==> src/rtl/bus_arbiter2.sv <==
// Two-master round-robin arbiter with per-master lock in front of one Avalon-style slave.
// Optional slave-stall timeout abort is compiled in with `define ARB_TIMEOUT_EN.
module bus_arbiter2 #(
  parameter int AW      = 32,
  parameter int DW      = 32,
  parameter int TIMEOUT = 255
) (
  input  logic            clk,
  input  logic            reset_n,
  input  logic [AW-1:0]   m0_address,
  input  logic            m0_read,
  input  logic            m0_write,
  input  logic [DW-1:0]   m0_writedata,
  input  logic [DW/8-1:0] m0_byteenable,
  input  logic            m0_lock,
  output logic [DW-1:0]   m0_readdata,
  output logic            m0_waitrequest,
  input  logic [AW-1:0]   m1_address,
  input  logic            m1_read,
  input  logic            m1_write,
  input  logic [DW-1:0]   m1_writedata,
  input  logic [DW/8-1:0] m1_byteenable,
  input  logic            m1_lock,
  output logic [DW-1:0]   m1_readdata,
  output logic            m1_waitrequest,
  output logic [AW-1:0]   s_address,
  output logic            s_read,
  output logic            s_write,
  output logic [DW-1:0]   s_writedata,
  output logic [DW/8-1:0] s_byteenable,
  input  logic [DW-1:0]   s_readdata,
  input  logic            s_waitrequest,
  output logic            bus_error,
  output logic [1:0]      grant
);

  typedef enum logic [1:0] {IDLE, OWN0, OWN1} state_t;

  state_t state;
  logic   last;
  logic   m0_req, m1_req, own0, own1, req, lock, timeout;

  assign m0_req = m0_read | m0_write;
  assign m1_req = m1_read | m1_write;
  assign own0   = (state == OWN0);
  assign own1   = (state == OWN1);
  assign req    = (own0 & m0_req) | (own1 & m1_req);
  assign lock   = (own0 & m0_lock) | (own1 & m1_lock);

`ifdef ARB_TIMEOUT_EN
  localparam int CW = $clog2(TIMEOUT + 1);
  logic [CW-1:0] stall_cnt;

  // OWN is only ever entered from IDLE, so clearing in IDLE covers the entry case.
  always_ff @(posedge clk or negedge reset_n) begin
    if (!reset_n) begin
      stall_cnt <= '0;
    end else if (state == IDLE || !s_waitrequest) begin
      stall_cnt <= '0;
    end else begin
      stall_cnt <= stall_cnt + 1'b1;
    end
  end

  assign timeout = req & s_waitrequest & (stall_cnt == CW'(TIMEOUT - 1));
`else
  localparam int unused_timeout = TIMEOUT;
  assign timeout = 1'b0;
`endif

  assign bus_error = timeout;

  always_comb begin
    s_address    = '0;
    s_writedata  = '0;
    s_byteenable = '0;
    s_read       = 1'b0;
    s_write      = 1'b0;
    if (own0) begin
      s_address    = m0_address;
      s_writedata  = m0_writedata;
      s_byteenable = m0_byteenable;
      s_read       = m0_read;
      s_write      = m0_write & ~m0_read;
    end else if (own1) begin
      s_address    = m1_address;
      s_writedata  = m1_writedata;
      s_byteenable = m1_byteenable;
      s_read       = m1_read;
      s_write      = m1_write & ~m1_read;
    end
    if (timeout) begin
      s_read  = 1'b0;
      s_write = 1'b0;
    end
  end

  assign m0_waitrequest = own0 ? (s_waitrequest & ~timeout) : 1'b1;
  assign m1_waitrequest = own1 ? (s_waitrequest & ~timeout) : 1'b1;
  assign m0_readdata    = (own0 & timeout) ? '1 : s_readdata;
  assign m1_readdata    = (own1 & timeout) ? '1 : s_readdata;

  always_ff @(posedge clk or negedge reset_n) begin
    if (!reset_n) begin
      state <= IDLE;
      last  <= 1'b1;
      grant <= 2'b00;
    end else begin
      case (state)
        IDLE: begin
          // On a tie the master that was not served last wins.
          if (m0_req && (!m1_req || last)) begin
            state <= OWN0;
            grant <= 2'b01;
          end else if (m1_req) begin
            state <= OWN1;
            grant <= 2'b10;
          end
        end
        default: begin
          if (!req) begin
            state <= IDLE;
            grant <= 2'b00;
          end else if (timeout) begin
            last  <= own1;
            state <= IDLE;
            grant <= 2'b00;
          end else if (!s_waitrequest) begin
            last <= own1;
            if (!lock) begin
              state <= IDLE;
              grant <= 2'b00;
            end
          end
        end
      endcase
    end
  end

endmodule
==> config.mk <==
export PLATFORM = sky130hd
export DESIGN_NAME = bus_arbiter2
export DESIGN_NICKNAME = d
export VERILOG_FILES = /design/src/rtl/bus_arbiter2.sv
export SDC_FILE = /design/constraint.sdc
export NUM_CORES = 1
export LEC_CHECK = 0
export CAP_MARGIN = 5
export CORE_AREA = 2 2 122 124
export DETAILED_ROUTE_END_ITERATION = 7
export DIE_AREA = 0 0 124 126
export SYNTH_ARGS = -nofsm -noshare
export SYNTH_HDL_FRONTEND = slang
export SYNTH_SLANG_ARGS = --single-unit
==> constraint.sdc <==
create_clock -name clk -period 1.15 [get_ports clk]
set_input_delay 0.23 -clock clk [delete_from_list [all_inputs] [get_ports clk]]
set_output_delay 0.23 -clock clk [all_outputs]
set_load 0.005 [all_outputs]
# Yosys cells after proc, flatten, opt, wreduce, memory -nomap -nowiden
# Index checks and enable logic that the tools add are counted.
[op_classes]
shifts = 0
n_addsub = 0
mul = 0
magnitude_cmp = 0
n_eq_ne = 5
div = 0
n_bitwise = 14
muxes = 18
reduce_logical = 6
[ops]
columns = ["op", "n"]
rows = [
  ["32-bit two-way mux", 4],
  ["2-bit two-way mux", 6],
  ["4-bit two-way mux", 2],
  ["1-bit bitwise AND", 6],
  ["1-bit two-way mux", 6],
  ["3-bit by 2-bit inequality test with 1-bit output (second input constant)", 2],
  ["3-bit AND reduction", 2],
  ["1-bit inverter", 4],
  ["1-bit bitwise OR", 4],
  ["3-bit inequality test (second input constant)", 1],
  ["2-bit by 1-bit == test with 1-bit output (second input constant)", 1],
  ["2-bit == test (second input constant)", 1],
  ["2-bit zero test", 1],
  ["1-bit logical AND", 1],
  ["1-bit zero test", 1],
  ["1-bit logical OR", 1],
]
[word_totals]
latch_bits = 0
out_inout_bits = 139
reg_bits = 3
memories = 0
ram_bits = 0
mem_bits_ro = 0
inputBits = 177

# Longest topological paths before layout
[logic_depth]
depth_word = 7
ltp_mapped = 4
depth_no_buf = 3

# Worst setup path before layout
# No wires, ideal clock.
[synth_path]
path_kind = "register -> output"
startpoint = "register state[1]"
endpoint = "output s_address[10]"
stages_incl_launch_ff = 5
path_buffers = 2
arrival_time_ps = 1074
setup_slack_ps = -154
t_required_ps = 920
cell_sequence = "dfrtp_1 > nor2b_1 > buf_6 > buf_4 > a22o_1"
[synth_via]
elab_chain_cells = 3
[synth_lines]
columns = ["element", "line", "text"]
rows = [
  ["from (decl)", "39", "state_t state;"],
  ["from (signal assigned)", "105", "state <= IDLE;"],
  ["from (signal assigned)", "113", "state <= OWN0;"],
  ["from (signal assigned)", "116", "state <= OWN1;"],
  ["2-bit == test", "46", "assign own1 = (state == OWN1);"],
  ["32-bit two-way mux", "85", "end else if (own1) begin"],
  ["32-bit two-way mux *", "79", "if (own0) begin"],
  ["to (decl)", "26", "output logic [AW-1:0] s_address,"],
]
# Mark *: on every way between the ends. The rest lies on a longest branch, timed or not.

# Worst setup path after layout
[layout_path]
startpoint = "register state[1]"
endpoint = "output s_address[2]"
# The elaborated chain is that of the path after synthesis.

==> flow_summary.rst <==
.. list-table::
   :header-rows: 1

   * - Metric
     - Value
   * - Outcome
     - finished, violations left
   * - Failing checks
     - negative setup slack
   * - WL final
     - 11180 microns
   * - Hold-fix buffers, CTS
     - 0
   * - Number of global-route vias before repair
     - 2150
   * - Leakage power of the design
     - 1.676 nW
   * - Floorplan die width
     - 124 microns
   * - Clock tree from TritonCTS
     - done
   * - Final Util
     - 0.2583
   * - Hold violation count in the final report
     - 0
   * - RSZ-0062 raised after global routing
     - true
   * - Number of antenna-violating nets in the routed design
     - 0
   * - Net count, final
     - 535
   * - Average cell area after synthesis
     - 8.202 sq um
   * - Clock transition time at the flip-flop clock pins of the worst setup and hold paths
     - 0.03 ns
   * - Sequential element share of the synthesized area
     - 0.05442
   * - Gp weighted congestion
     - 0.8807
   * - Number of synthesized register bits
     - 3
   * - Worst clock skew
     - 0.001994 ns
   * - Gate count after technology mapping
     - 171
   * - Worst setup EP type
     - primary output
   * - Floorplan die area
     - 15620 sq um
   * - Number of max-slew violations in the final report
     - 0
   * - Initial antenna violation count
     - 0
   * - Count of buffers inserted at the top-level ports
     - 218
   * - Tmin final
     - 1.879 ns
   * - Type of the most critical hold path
     - in -> async
   * - Required time at the endpoint of the critical path
     - 0.92 ns
   * - Endpoint arrival time on the critical path
     - 1.65 ns
   * - Final cycle utilization of the critical path
     - 1.634
   * - Clock buffers created by TritonCTS
     - 3
   * - CP max FO
     - 7
   * - Post-synth design cell area
     - 1403 sq um
   * - Warnings from Yosys
     - 0
   * - Buffer cell driving the clock tree root
     - clkbuf_16
   * - Antenna Diode Count
     - 0
   * - Syn-to-layout area delta
     - 163.6%
   * - Clock tree buffer depth
     - 2
   * - Count of unique library cells instantiated by Yosys
     - 19
   * - Total congestion overflow after global routing
     - 0
   * - Post-layout worst setup margin
     - -0.7287 ns
   * - Global routing usage summed across all routing layers
     - 0.1157
   * - Per-cell routed wire length
     - 20.67 microns
   * - Number of ports placed on the die boundary
     - 316
   * - Die H
     - 126 microns
   * - Power Dens Cells
     - 2217 nW/um^2
   * - Peak clock frequency supported by timing
     - 0.5323 GHz
   * - Kind of start point of the critical path
     - register
   * - Maximum VDD drop
     - 0.8144 mV
   * - Filler cell count in the final layout
     - 1555
   * - CTS H-tree lvls
     - 1
   * - Post-DR vias/cell
     - 3.908
   * - Detailed-router iteration count before antenna repair
     - 4
   * - Syn nets
     - 348
   * - Core Rows
     - 44
   * - FF/Latch Area
     - 77.57 sq um
   * - Number of sinks on the clock net
     - 3
   * - Initial cell density of the core
     - 0.09799
   * - Footprint of the multi-input gates
     - 799.5 sq um
   * - Area of the core
     - 14310 sq um
   * - Number of DRC violations after detailed-routing iteration 0
     - 77
   * - Share of cells above drive strength 1
     - 0.3838
   * - Final setup vio count
     - 77
   * - Pin count of the biggest net entering global routing
     - 30
   * - Count of maximum capacitance violations
     - 0
   * - Vias post-DR
     - 2114
   * - Global-route wire length before repair
     - 13370 microns
   * - Smallest hold slack
     - 0.1908 ns
   * - DRC
     - 0
   * - Flop-to-flop setup slack
     - -0.14 ns
   * - Clock latency at the later pin of the worst-skew pair
     - 0.22 ns
   * - DP Wirelength
     - 7775 microns
   * - Worst setup path category
     - reg -> out
repair_timing:
action | in CTS | in global routing
resized for setup | 198 | 103
pin swaps | 3 | 30
setup endpoints to repair | 75 | 77
setup buffers | 7 | 23
cloned | 3 | 9
layout by cell type, fill, tap and decap left out, drive strengths merged:
cell type and count:
nor2 3, clkbuf 27, clkdlybuf4s50 144, nor2b 3
o221a 1, conb 1, a211oi 1, or2 2
o21bai 1, o21ai 1, clkdlybuf4s15 1, inv 1
nand2b 2, dlymetal6s2s 1, a32o 1, dfrtp 2
a22o 69, dfstp 1, o31ai 1, buf 94
worst max-delay path, cell delays in order, from the launching register on:
cell	delay [ns]
dfrtp_2	0.41
buf_4	0.14
nor2b_4	0.12
buf_12	0.13
buf_8	0.10
buf_6	0.10
clkbuf_16	0.15
a22o_1	0.13
buf_2	0.12
cell usage after synthesis:
cell type  instances  area share
o21ai_0            1      0.0036
buf_4             74        0.40
dfrtp_1            2       0.036
nand2b_1           2      0.0089
nor2b_1            3       0.013
o221a_2            1      0.0080
dfstp_2            1       0.019
a32o_1             1      0.0071
buf_2              2      0.0071
o21bai_1           1      0.0054
inv_1              1      0.0027
o31ai_1            1      0.0054
clkbuf_4           3       0.016
a211oi_1           1      0.0054
conb_1             1      0.0027
or2_2              2      0.0089
buf_6              2       0.016
a22o_1            69        0.43
nor2_1             3      0.0080
flip-flops by register name (all words and copies together) (netlist names):
signal,count
state,2
last,1
per-layer routing:
| metal | GRT usage | routed length (microns) |
|---|---|---|
| met1 | 0.1432 | 4622 |
| met2 | 0.2043 | 5439 |
| met3 | 0.02853 | 1020 |
| met4 | 0.01851 | 101 |
| met5 | 0 | 0 |
kinds of logic after synthesis:
group                  Yosys count  synth area share
flip-flops                       3           0.05442
AO/OA/AOI/OAI                   75            0.4657
buffers and inverters           82            0.4380
AND/OR/NAND/NOR                 10           0.03925
other                            1          0.002674
through the flow:
| step | power, W | std cells | setup WS, ns | cell area [sq um] | TNS, ns |
|---|---|---|---|---|---|
| after global routing | 0.008649 | 541 | -0.7727 | 3697 | -49.73 |
| after detailed placement | 0.006028 | 500 | -0.7229 | 3304 | -46.75 |
| after CTS | 0.006829 | 514 | -0.9260 | 3410 | -45.66 |
| after floorplan | 0.002891 | 171 | -0.1492 | 1438 | -9.925 |
| final | 0.008198 | 541 | -0.7287 | 3697 | -45.97 |
| after global placement | 0.006002 | 500 | -0.6902 | 3304 | -44.87 |
final timing paths:
check,startpoint,endpoint,cells after the start
worst min register to register,last$_DFFE_PN1P_,last$_DFFE_PN1P_,2
min in group clk,s_readdata[16],m0_readdata[16],0
worst max register to register,state[0]$_DFFE_PN0P_,state[0]$_DFFE_PN0P_,5
worst min-delay path,reset_n,state[0]$_DFFE_PN0P_,1
max in group asynchronous,reset_n,last$_DFFE_PN1P_,1
worst max-delay path,state[1]$_DFFE_PN0P_,s_address[2],8
area by class of cell:
| class | instances | share of cell area |
|---|---|---|
| Sequential cell | 3 | 0.02098 |
| Multi-Input combinational cell | 86 | 0.2162 |
| Inverter | 1 | 0.001015 |
| Clock buffer | 4 | 0.02132 |
| Timing Repair Buffer | 263 | 0.6782 |
| Tap cell | 184 | 0.06227 |
where the power goes:
| part | switching, W | internal, W |
|---|---|---|
| Sequential | 0.0000615 | 0.000179 |
| Clock | 0.0000949 | 0.000458 |
| Combinational | 0.00298 | 0.00442 |
Note: power is estimated with default switching activity, not from simulation.
